### src/rtl/soma_pkg.sv
// Shared types for the Soma adder datapath and its operand feeder.
// Holds the operand width, the loader FSM states and the operand type.
package soma_pkg;

  localparam int W_DEFAULT = 64;

  typedef enum logic [1:0] {
    LOAD_A = 2'd0,
    LOAD_B = 2'd1,
    DONE   = 2'd2
  } loader_state_t;

  typedef logic [W_DEFAULT-1:0] operand_t;

endpackage

### src/rtl/operand_loader.sv
// Byte-serial operand loader for Soma: assembles A then B, LSB first,
// and presents each pair atomically with op_valid/sum_valid pulses.
module operand_loader
  import soma_pkg::*;
#(
  parameter int BYTES = 8
) (
  input  logic               clk,
  input  logic               rst,
  input  logic               in_valid,
  input  logic [7:0]         in_data,
  output logic               in_ready,
  output logic [8*BYTES-1:0] N_1,
  output logic [8*BYTES-1:0] N_2,
  output logic               op_valid,
  output logic               sum_valid
);

  localparam int W  = 8 * BYTES;
  localparam int CW = (BYTES > 1) ? $clog2(BYTES) : 1;

  loader_state_t state, state_n;

  logic [CW-1:0] cnt, cnt_n;
  logic [W-1:0]  sh_a, sh_a_n;
  logic [W-1:0]  sh_b, sh_b_n;
  logic [W-1:0]  n1_n, n2_n;
  logic          opv_n;
  logic          acc;
  logic          last;

  assign in_ready = (state != DONE);
  assign acc      = in_valid && in_ready;
  assign last     = (cnt == CW'(BYTES - 1));

  // On the final B byte, N_2 gets the shadow with that byte merged in.
  always_comb begin
    state_n = state;
    cnt_n   = cnt;
    sh_a_n  = sh_a;
    sh_b_n  = sh_b;
    n1_n    = N_1;
    n2_n    = N_2;
    opv_n   = 1'b0;
    unique case (state)
      LOAD_A: begin
        if (acc) begin
          sh_a_n[{cnt, 3'b000} +: 8] = in_data;
          if (last) begin
            cnt_n   = '0;
            state_n = LOAD_B;
          end else begin
            cnt_n = cnt + 1'b1;
          end
        end
      end
      LOAD_B: begin
        if (acc) begin
          sh_b_n[{cnt, 3'b000} +: 8] = in_data;
          if (last) begin
            cnt_n   = '0;
            n1_n    = sh_a;
            n2_n    = sh_b_n;
            opv_n   = 1'b1;
            state_n = DONE;
          end else begin
            cnt_n = cnt + 1'b1;
          end
        end
      end
      DONE: begin
        state_n = LOAD_A;
      end
      default: begin
        state_n = LOAD_A;
      end
    endcase
  end

  always_ff @(posedge clk or posedge rst) begin
    if (rst) begin
      state     <= LOAD_A;
      cnt       <= '0;
      sh_a      <= '0;
      sh_b      <= '0;
      N_1       <= '0;
      N_2       <= '0;
      op_valid  <= 1'b0;
      sum_valid <= 1'b0;
    end else begin
      state     <= state_n;
      cnt       <= cnt_n;
      sh_a      <= sh_a_n;
      sh_b      <= sh_b_n;
      N_1       <= n1_n;
      N_2       <= n2_n;
      op_valid  <= opv_n;
      sum_valid <= op_valid;
    end
  end

endmodule

### config.mk
export PLATFORM = sky130hd
export DESIGN_NAME = operand_loader
export DESIGN_NICKNAME = d
export VERILOG_FILES = /design/src/rtl/soma_pkg.sv /design/src/rtl/operand_loader.sv
export SDC_FILE = /design/constraint.sdc
export NUM_CORES = 1
export LEC_CHECK = 0
export BUFFER_PORTS_ARGS = -buffer_cell sky130_fd_sc_hd__buf_2
export CORE_MARGIN = 10
export CORE_UTILIZATION = 62
export DETAILED_ROUTE_END_ITERATION = 12
export GPL_TIMING_DRIVEN = 0
export HOLD_SLACK_MARGIN = 0.02
export PLACE_DENSITY_LB_ADDON = 0.15
export SLEW_MARGIN = 25
export SYNTH_ARGS = -nofsm -noshare
export SYNTH_HDL_FRONTEND = slang
export SYNTH_SLANG_ARGS = --single-unit
export TNS_END_PERCENT = 20
### constraint.sdc
create_clock -name clk -period 27.2 [get_ports clk]
set_input_delay 5.44 -clock clk [delete_from_list [all_inputs] [get_ports clk]]
set_output_delay 5.44 -clock clk [all_outputs]
set_load 0.1 [all_outputs]
==> impl_results.md, run 1 <==
* Core box area at 17400 um^2
* Setup TNS at 0 ns
* Ratio of final minimum period to clock period at a little over a quarter
* Final WS setup at 19.92 ns
* Routed Antenna Nets at 0
* Tmin final at roughly 7.3 ns
* Max-slew headroom at 37.3%
* Pwr Density at approximately 120 nW/um^2
* Initial DRC Count at 625
* RePlAce Congestion at 0.919
* Fill count at 1200
* Status: complete, no violations
* CTS buffer count at 27
* Unique masters post-synth at 37
* Max-cap violations at 0
* Pre-antenna DRT Iters at 5
* FF+latch count, synth at between 200 and 300
* Antenna violations before repair at 0
* Type of the worst setup path: primary input to flop
* Routed via count at 8140
* Required time of the critical path at 27.67 ns
* Final wirelength at 28300 um
* Critical path arrival at slightly below 8 ns
* Clock Path Buffers at 3
* Avg WL per Cell at 20.5 um
* Row cnt at 48
* Largest net degree at the start of global routing at around 100
* CTS resizes at 0
* Maximum VDD drop at approximately 0.08 mV
* Max Transition Viols Final at 0
* Vias/cell at 5.89
* Max FO, Critical Path at 10
* Async SR Flop Fraction at 100%
* Die width at 154 um
* Avg Inst Size Synth at 11.5 um^2
* DP HPWL at 19100 um
* Starting density of the core at 63.8%
* Max Fclk at 137 MHz
* Worst Hold End: sum_valid$_DFF_PP0_
* Postcts setup bufs at 0
* Nets at 1157
* Setup crit end kind: flop
* Reg2Reg Launch Point: cnt[0]$_DFFE_PP0P_
* Least-Margin Pin Slew at 0.941 ns
* Primary FF master, synth: dfrtp_1
* Final setup violation count at 0
* Hold wc startpoint: op_valid$_DFF_PP0_
* CTS clk-pin slew, worst paths at 0.06 ns
* CTS H-tree lvls at 1
* Hold_buf cts at 0
* CP Launch Type: primary input
* Hold Crit Depth at 0
* Most frequent cells after synthesis: dfrtp_1, nand2_1, mux2_2, clkbuf_1, nand3_1
* Gate Count Post-Synth at ~970
* RSZ-0062 raised after global routing: false
* Final hold violations at 0
* Worst slack, placed at between 15 and 20 ns
* Top Ports at 142
* Die area at 23700 um^2
* Register area share after synthesis at roughly 60%
* CTS Root Cell: clkbuf_16
* Area leader, netlist: dfrtp_1
* GR Util All Layers at between 20% and 30%
* YS warnings at 0
* Post-synth top area share at 59.2%
* Top-count cell post-synth: dfrtp_1
* DRC at 0
* Grt ovf at 0
* EDFF count, synth at 0
* Leak at 0.00693 uW
* Worst r2r dst: sh_a[39]$_DFFE_PP0P_
* Port bufs at 141
* Hold crit path type: flop to flop
* First-pass GRT wire length at 45800 um
* Reg2reg path depth at 8
* Ranking of synthesized cells by area: dfrtp_1, mux2_2, nand2_1
* Syn_nets at 985
* Die Y at 154 um
* Share of cells above drive strength 1 at between 30% and 40%
* CTS tree: yes
* Synth Cell Area at 11100 um^2
* TritonCTS Sinks at ~260
* Diode count at 0
* R2R setup slack at 23.72 ns
* Skew-Pair Late Insertion Delay at approximately 0.53 ns
* Clock Skew at 0.0143 ns
* Number of global-route vias before repair at 8405
* Area Growth Syn to Fin at 17.5%
==> stage by stage <==
stage	utilization [%]	instance area [um^2]	power, uW	cells	hold WS [ns]
after detailed placement	70.0	12200	1260	1335	0.360
after floorplan	-	11100	1110	967	0.433
final	75.0	13100	1620	1382	0.387
after global placement	69.5	12100	1240	1333	0.359
after CTS	75.0	13100	1620	1382	0.390
after global routing	75.0	13100	1700	1382	0.407
==> power breakdown <==
part | internal, uW | switching, uW | leakage (uW) | total (uW)
Sequential | 506 | 63.9 | 0.00361 | 570
Clock | 210 | 148 | 0.000426 | 358
Combinational | 168 | 527 | 0.00289 | 695
==> layout by cell type (no fill, tap or decap), types with 3 or more instances in the layout <==
| cell | count |
|---|---|
| nor2b_1 | 5 |
| and4b_1 | 8 |
| nand2b_1 | 4 |
| ha_1 | 7 |
| clkinv_2 | 5 |
| and4bb_2 | 12 |
| mux2_1 | 8 |
| buf_2 | 153 |
| nor4bb_2 | 4 |
| buf_1 | 4 |
| nand3_1 | 43 |
| dfrtp_1 | 263 |
| mux2_4 | 8 |
| mux2_2 | 113 |
| clkbuf_16 | 27 |
| clkbuf_1 | 55 |
| nor2_1 | 3 |
| clkbuf_8 | 7 |
| nand2_1 | 260 |
| o21ai_0 | 26 |
| or3_1 | 3 |
| nand4_1 | 41 |
| nor3_2 | 4 |
| mux2i_1 | 24 |
| inv_1 | 4 |
| o211ai_1 | 40 |
==> critical path, cell delays in order <==
cell,delay [ns]
buf_2,0.12
nand4b_1,0.08
clkbuf_1,0.53
clkbuf_1,0.77
clkbuf_1,0.57
nand2_1,0.13
nand3_1,0.09
==> cell type report <==
class	count	area, um^2	area share [%]
plain buffers	68	278	2.13
clock buffers	38	787	6.03
clock inverters	9	78.8	0.604
inverters	6	30.0	0.230
multi-input cells	630	4260	32.6
flip-flops and latches	263	6580	50.4
well taps	225	282	2.16
repair buffers	143	761	5.82
==> registers in the layout, summed over array words and instances, names as in the netlist <==
register and count:
N_1 64, N_2 64, sh_a 64, sh_b 64
cnt 3, state 2, op_valid 1, sum_valid 1
==> how the worst max path moves through the flow <==
stage	cells after the start	start	slack (ns)	to
after floorplan	1	rst	14.52	N_1[0]$_DFFE_PP0P_
after global placement	2	rst	11.86	N_1[19]$_DFFE_PP0P_
after detailed placement	7	in_valid	19.46	N_2[0]$_DFFE_PP0P_
after CTS	7	in_valid	19.98	N_2[4]$_DFFE_PP0P_
after global routing	7	in_valid	19.86	N_2[1]$_DFFE_PP0P_
final	7	in_valid	19.92	N_2[0]$_DFFE_PP0P_
==> kinds of logic after synthesis <==
| logic type | count (synthesis) | synth area share [%] |
|---|---|---|
| buf+inv | 74 | 2.70 |
| flops | 263 | 59.2 |
| simple gates | 400 | 17.6 |
| compound gates | 69 | 4.13 |
| fa+ha+maj | 7 | 0.788 |
| mux | 153 | 15.5 |
| xor+xnor | 1 | 0.0788 |
==> layer usage <==
layer / wire, um / part of all wire (%) / GRT usage [%] / vias to the layer above
li1: - / - / - / 3699
met1: 12000 / 42 / 31.9 / 4088
met2: 13400 / 47 / 37.6 / 292
met3: 2060 / 7.3 / 4.71 / 61
met4: 821 / 2.9 / 7.20 / 0
met5: 0 / 0 / 0 / -
No activity file was read; power rests on OpenSTA's default activity.
==> run 2: changes to the inputs <==
--- a/config.mk
+++ b/config.mk
@@ -5,9 +5,10 @@
 export SDC_FILE = /design/constraint.sdc
 export NUM_CORES = 1
 export LEC_CHECK = 0
+export ABC_AREA = 1
 export BUFFER_PORTS_ARGS = -buffer_cell sky130_fd_sc_hd__buf_2
 export CORE_MARGIN = 10
-export CORE_UTILIZATION = 62
+export CORE_UTILIZATION = 52
 export DETAILED_ROUTE_END_ITERATION = 12
 export GPL_TIMING_DRIVEN = 0
 export HOLD_SLACK_MARGIN = 0.02
==> constraint.sdc (replaced) <==
create_clock -name clk -period 6.3 [get_ports clk]
set_input_delay 1.26 -clock clk [delete_from_list [all_inputs] [get_ports clk]]
set_output_delay 1.26 -clock clk [all_outputs]
set_load 0.1 [all_outputs]
==> run 2 against run 1 <==
Against the previous run: sequential share of layout area shrank 1.5 points; non-clock buffer count unchanged; total power increased to 5.1 times the previous value; worst hold slack got worse by 0.0066 ns; synthesized cell count is 40% higher; global-route usage fell by 1.4 points; cell count is 32% higher; register-to-register slack worse by 20 ns; worst setup slack worse by 17 ns; cell area grew 3.2%; area after synthesis rose by 1.7%; routed wire length grew 13%; critical endpoint is now in_ready.
==> impl_results.md, run 2 <==
* Vias/cell at 5.27 (-11%)
* Maximum VDD drop at 0.587 mV (+620%)
* Most common cell after layout, fill and taps aside: nand2_1
* Core box area at 21200 um^2 (+22%)
* Starting density of the core at 53.3% (-11 points)
* Final hold violations at 0 (unchanged)
* CTS H-tree lvls at 1 (unchanged)
* EDFF count, synth at 0 (unchanged)
* Placed cell area at 12500 um^2 (+2.7%)
* Async SR Flop Fraction at 100% (unchanged)
* Least-Margin Pin Slew at 0.707 ns (-0.234 ns)
* FF+latch count, synth at 263 (unchanged)
* Fill count at 1868 (+56%)
* DRC at 0 (unchanged)
* CTS tree: yes
* Clock network fraction of design power at 20.5% (-1.6 points)
* Hold wc startpoint: op_valid$_DFF_PP0_
* Top-count cell post-synth: nand2_1
* Setup crit end kind: output port
* Status: complete, no violations
* Clock Path Buffers at 3 (unchanged)
* Synth Cell Area at 11300 um^2 (+1.7%)
* Final WS setup at 3.34 ns (-16.58 ns)
* Type of the worst setup path: flop to output port
* Final wirelength at 31900 um (+13%)
* CTS Root Cell: clkbuf_16
* Unique masters post-synth at 23 (-38%)
* Tmin final at approximately 3 ns
* Ranking of synthesized cells by area: dfrtp_1, nand2_1, nand3_1
* Required time of the critical path at 5.04 ns (-22.63 ns)
* Setup TNS at 0 ns (unchanged)
* Routed via count at 9615 (+18%)
* Die Y at 167 um (+8.8%)
* RSZ-0062 raised after global routing: false
* Post-synth top area share at 58.2% (-0.98 points)
* TritonCTS Sinks at 263 (unchanged)
* Critical path arrival at 1.70 ns (-6.05 ns)
* DP HPWL at 23000 um (+20%)
* Critical Path Max Stage Delay at 0.47 ns (-0.30 ns)
* Area leader, netlist: dfrtp_1
* Most frequent cells after synthesis: nand2_1, dfrtp_1, nand3_1, inv_1, o21ai_0
* Share of cells above drive strength 1 at 16.6% (-13 points)
* CTS clk-pin slew, worst paths at 0.06 ns (about the same)
* Avg WL per Cell at 17.5 um (-15%)
* Max-cap violations at 0 (unchanged)
* Hold crit path type: flop to flop
* YS warnings at 0 (unchanged)
* Leak at 0.00764 uW (+10%)
* Comb power frac at 47.8% (+5.0 points)
* Routed Antenna Nets at 0 (unchanged)
* Crit-path cells: inv_1 -> nand2_1 -> buf_2
* Switching share of power at 51.1% (+5.6 points)
* Max Transition Viols Final at 0 (unchanged)
* Final instance area at 13500 um^2 (+3.2%)
* Die width at 167 um (+8.8%)
* Register area share after synthesis at 58.2% (-0.98 points)
* Row cnt at 53 (+10%)
* Pint at 4040 uW (+360%)
* Switch Pwr at 4230 uW (+470%)
* Clock Skew at 0.0180 ns (+0.00373 ns)
* Diode count at 0 (unchanged)
* RePlAce Congestion at 0.915 (-0.42%)
* Skew-Pair Late Insertion Delay at 0.54 ns (about the same)
* Grt ovf at 0 (unchanged)
* CP max-delay cell: dfrtp_1
* Crit. Startpoint: state[0]$_DFFE_PP0P_
* Worst slack, placed at 3.46 ns (-16.00 ns)
* Core Util, Final at 63.5% (-12 points)
* Gate Count Post-Synth at 1353 (+40%)
* Syn_nets at 1371 (+39%)
* Antenna violations before repair at 1 (+1)
* Max Fclk at 338 MHz
* Ratio of final minimum period to clock period at about 47%
* Port bufs at 141 (unchanged)
* First-pass GRT wire length at 51200 um (+12%)
* R2R setup slack at 3.72 ns (-20.00 ns)
* Hold_buf cts at 0 (unchanged)
* Primary FF master, synth: dfrtp_1
* Area Growth Syn to Fin at 19.2%
* Postcts setup bufs at 0 (unchanged)
* CTS buffer count at 27 (unchanged)
* Top Ports at 142 (unchanged)
* Avg Inst Size Synth at 8.35 um^2 (-27%)
* Pwr Density at 613 nW/um^2 (+390%)
* Seq pwr share at 31.7% (-3.4 points)
* Max FO, Critical Path at 3 (-7)
* GR Util All Layers at 22.2% (-1.4 points)
* Max-slew headroom at 52.8% (+15 points)
* Die area at 28000 um^2 (+18%)
* Nets at 1549 (+34%)
* Reg2Reg Launch Point: cnt[0]$_DFFE_PP0P_
* Pre-antenna DRT Iters at 6 (+1)
* Initial DRC Count at 1206 (+93%)
* Post-route total power at 8260 uW (+410%)
* CTS resizes at 0 (unchanged)
* Final setup violation count at 0 (unchanged)
* Most frequent cells in the layout: nand2_1, dfrtp_1, buf_2
* Largest net degree at the start of global routing at 33 (-68%)
* Number of global-route vias before repair at 9465 (+13%)
* CP Launch Type: flop
run 2: changes by cell type after synthesis, moves of 10 or more:
cell	before	now
nand2_1	260	646
mux2_2	113	0
nand3_1	43	132
inv_1	5	77
o21ai_0	26	76
o211ai_1	40	0
nor2_1	3	32
clkbuf_1	51	23
nand4_1	41	16
mux2i_1	24	0
buf_2	12	26
and4bb_2	12	0
a21oi_1	0	10
run 2: worst max-delay path: cells and delay by family (launching register included):
kind | cells | cell delay, ns
simple gates | 1 | 0.11
buf+inv | 2 | 0.57
flops | 1 | 0.47
run 2: metal layers:
layer	track usage, %	routed length [um]	up-vias
li1	-	-	4608
met5	0	0	-
met4	5.07	570	0
met3	3.79	2340	50
met1	30.8	14100	4610
met2	35.6	14900	347
run 2: stage by stage:
stage / hold WS, ns / std cells
2_1_floorplan: 0.444 / 1353
3_3_place_gp: 0.351 / 1769
3_5_place_dp: 0.369 / 1777
4_1_cts: 0.382 / 1825
5_1_grt: 0.399 / 1825
6_report: 0.381 / 1825
run 2: power groups by stage:
stage | clock (uW) | combinational (uW) | sequential, uW
floorplan | 0 | 1330 | 4400
global placement | 0 | 3850 | 2610
detailed placement | 0 | 3920 | 2630
CTS | 1710 | 3950 | 2610
global route | 1780 | 4220 | 2680
finish | 1700 | 3950 | 2620
run 2: area by class of cell:
type                            instances  area (um^2)  area share [%]
Sequential cell                       263         6580            48.8
Multi-Input combinational cell        947         4080            30.2
Timing Repair Buffer                  149          866            6.43
Clock buffer                           41          838            6.22
Tap cell                              275          344            2.55
Buffer                                 62          340            2.53
Inverter                               81          310            2.30
Clock inverter                          7          118           0.873
run 2: final timing paths:
kind,end,cells past startpoint
hold reg to reg,sum_valid$_DFF_PP0_,0
min in group asynchronous,N_1[59]$_DFFE_PP0P_,2
max in group asynchronous,sh_b[13]$_DFFE_PP0P_,6
hold / removal,sum_valid$_DFF_PP0_,0
setup / recovery,in_ready,3
setup reg to reg,sh_a[54]$_DFFE_PP0P_,10
run 2: kinds of logic after synthesis:
family | Yosys count | share of synthesized area, %
buffers and inverters | 143 | 5.72
AO/OA/AOI/OAI | 93 | 4.12
AND/OR/NAND/NOR | 847 | 31.2
adder cells (fa/ha/maj) | 7 | 0.775
flip-flops | 263 | 58.2
==> run 3: changes to the inputs <==
--- a/config.mk
+++ b/config.mk
@@ -8,7 +8,7 @@
 export ABC_AREA = 1
 export BUFFER_PORTS_ARGS = -buffer_cell sky130_fd_sc_hd__buf_2
 export CORE_MARGIN = 10
-export CORE_UTILIZATION = 52
+export CORE_UTILIZATION = 58
 export DETAILED_ROUTE_END_ITERATION = 12
 export GPL_TIMING_DRIVEN = 0
 export HOLD_SLACK_MARGIN = 0.02
==> constraint.sdc (replaced) <==
create_clock -name clk -period 2.9 [get_ports clk]
set_input_delay 0.58 -clock clk [delete_from_list [all_inputs] [get_ports clk]]
set_output_delay 0.58 -clock clk [all_outputs]
set_load 0.1 [all_outputs]
==> run 3 against run 2 <==
Against the previous run: non-clock buffer count up 2; clock power grew 100%; combinational power grew 120%; global-route usage up 2.1 points; register-to-register slack worse by 3.4 ns; sequential power up 120%; worst setup slack worse by 3.0 ns; worst hold slack lost 0.012 ns; clock skew shrank 0.0071 ns; count of clock-buffer cells in the layout stayed put; critical path type is now flop to flop; largest cell class unchanged; largest power group unchanged.
==> impl_results.md, run 3 (same netlist as run 2, synthesis figures left out) <==
* CTS tree: yes
* Maximum VDD drop at 1.32 mV (+120%)
* DRC at 0 (unchanged)
* Core Util, Final at 69.5% (+6.0 points)
* Register area at 6580 um^2 (unchanged)
* Vias/cell at 5.35 (+1.6%)
* Skew-Pair Late Insertion Delay at 0.53 ns (about the same)
* Final instance area at 13400 um^2 (-0.28%)
* Most common cell after layout, fill and taps aside: nand2_1
* Final wirelength at 31300 um (-1.9%)
* Crit-path cells: buf_6 -> inv_4 -> ha_1 -> ha_1 -> inv_2 -> nand2_1 -> nor2_2 -> nand2_4 -> buf_6 -> o21ai_0 -> o21ai_0
* CTS clk-pin slew, worst paths at 0.06 ns (about the same)
* Final setup violation count at 0 (unchanged)
* Pwr Density at 1320 nW/um^2 (+110%)
* Worst r2r dst: sh_a[1]$_DFFE_PP0P_
* Top Ports at 142 (unchanged)
* Final hold violations at 0 (unchanged)
* Die width at 160 um (-4.7%)
* Die Y at 160 um (-4.7%)
* Hold crit path type: flop to flop
* Clock Path Buffers at 3 (unchanged)
* TritonCTS Sinks at 263 (unchanged)
* Avg WL per Cell at 17.2 um (-1.5%)
* Setup crit end kind: flop
* Max Fclk at 388 MHz
* Antenna violations before repair at 0 (-1)
* Ratio of final minimum period to clock period at 88.8%
* Placed cells at 1768 (-0.51%)
* Number of global-route vias before repair at 9317 (-1.6%)
* Grt ovf at 0 (unchanged)
* Critical path arrival at 2.97 ns (+1.27 ns)
* Setup TNS at 0 ns (unchanged)
* Most frequent cells in the layout: nand2_1, dfrtp_1, buf_2
* Routed Antenna Nets at 0 (unchanged)
* Fill count at 1587 (-15%)
* RePlAce Congestion at 0.887 (-3.1%)
* Area Growth Syn to Fin at 18.9%
* Row cnt at 51 (-3.8%)
* Worst Hold End: sum_valid$_DFF_PP0_
* Cell Count, Final, Fillers Out at 1818 (-0.38%)
* Share of cells above drive strength 1 at 16.7% (+0.032 points)
* Largest net degree at the start of global routing at 34 (+3.0%)
* Max FO, Critical Path at 10 (+7)
* Leak at 0.00764 uW (about the same)
* GR Util All Layers at 24.3% (+2.1 points)
* DP HPWL at 22600 um (-1.8%)
* Nets at 1551 (+0.13%)
* Reg2Reg Launch Point: cnt[0]$_DFFE_PP0P_
* Clock Skew at 0.0109 ns (-0.00713 ns)
* Port bufs at 141 (unchanged)
* CTS buffer count at 27 (unchanged)
* Final WS setup at 0.325 ns (-3.02 ns)
* Die area at 25500 um^2 (-9.1%)
* Placed cell area at 12500 um^2 (+0.12%)
* CTS H-tree lvls at 1 (unchanged)
* Hold Crit Depth at 0 (unchanged)
* Critical Path Max Stage Delay at 0.41 ns (-0.06 ns)
* Pre-antenna DRT Iters at 6 (unchanged)
* Max-cap violations at 0 (unchanged)
* Routed via count at 9730 (+1.2%)
* Starting density of the core at 58.5% (+5.2 points)
* Core box area at 19300 um^2 (-8.9%)
* R2R setup slack at 0.32 ns (-3.40 ns)
* Max-slew headroom at 61.0% (+8.3 points)
* CTS Root Cell: clkbuf_16
* First-pass GRT wire length at 50500 um (-1.4%)
* Initial DRC Count at 955 (-21%)
* Tmin final at 2.58 ns
* Diode count at 0 (unchanged)
* Status: complete, no violations
* Hold wc startpoint: op_valid$_DFF_PP0_
* CP Launch Type: flop
* Required time of the critical path at 3.30 ns (-1.74 ns)
* Type of the worst setup path: flop to flop
* CP max-delay cell: dfrtp_1
* Least-Margin Pin Slew at 0.585 ns (-0.122 ns)
* RSZ-0062 raised after global routing: false
* Area occupied by multi-input gates at 4080 um^2 (unchanged)
* Worst slack, placed at 0.377 ns (-3.08 ns)
* Reg2reg path depth at 11 (+1)
* Max Transition Viols Final at 0 (unchanged)
run 3: cell count changes in the layout (fill, tap and decap cells not counted), sizes merged:
cell	delta
bufinv	-2
inv	-1
buf	+1
dlygate4sd3	+1
clkinv	+4
run 3: through the flow:
step	hold WS, ns	total power [uW]
6_report	0.369	17700
5_1_grt	0.399	18700
4_1_cts	0.371	17700
3_5_place_dp	0.357	14200
3_3_place_gp	0.353	14000
2_1_floorplan	0.444	12500
run 3: how the worst max path moves through the flow:
stage	startpoint	to	slack, ns	cells past startpoint
after floorplan	rst	N_1[0]$_DFFE_PP0P_	-1.15	1
after detailed placement	cnt[0]$_DFFE_PP0P_	sh_a[6]$_DFFE_PP0P_	0.38	11
after global placement	rst	N_2[20]$_DFFE_PP0P_	-2.68	2
final	cnt[0]$_DFFE_PP0P_	sh_a[1]$_DFFE_PP0P_	0.32	11
after CTS	cnt[0]$_DFFE_PP0P_	sh_a[6]$_DFFE_PP0P_	0.37	11
after global routing	cnt[0]$_DFFE_PP0P_	sh_a[6]$_DFFE_PP0P_	0.11	11
run 3: layout make-up:
class	count	area share, %
multi-input cells	947	30.3
repair buffers	151	6.72
well taps	265	2.47
plain buffers	62	2.53
inverters	81	2.31
flip-flops and latches	263	49.0
clock inverters	8	0.484
clock buffers	41	6.17
run 3: power breakdown:
group / leakage (uW) / switching, uW / total (uW) / internal [uW]
Combinational: 0.00368 / 7040 / 8600 / 1560
Clock: 0.000451 / 1410 / 3450 / 2050
Sequential: 0.00350 / 693 / 5660 / 4970
Total: 0.00764 / 9150 / 17700 / 8570
run 3: critical path, delay by kind of cell, from the launching register on:
family                     cells  cell delay, ns
DFF                            1            0.41
AOI/OAI and AO/OA              2            0.25
and+or+nand+nor                3            0.61
adders and majority gates      2            0.57
buffers and inverters          4            0.59
run 3: metal layers:
metal | wire, um | track usage (%) | part of all wire [%]
met2 | 14600 | 38.8 | 47
met3 | 2580 | 4.40 | 8.2
met1 | 13500 | 33.6 | 43
met5 | 0 | 0 | 0
met4 | 635 | 6.11 | 2.0
run 3: repair_timing:
item,4_1_cts,5_1_grt
buffers inserted,0,0
hold buffers,1,0
endpoints found under the hold margin,12,0
resized for setup,0,0
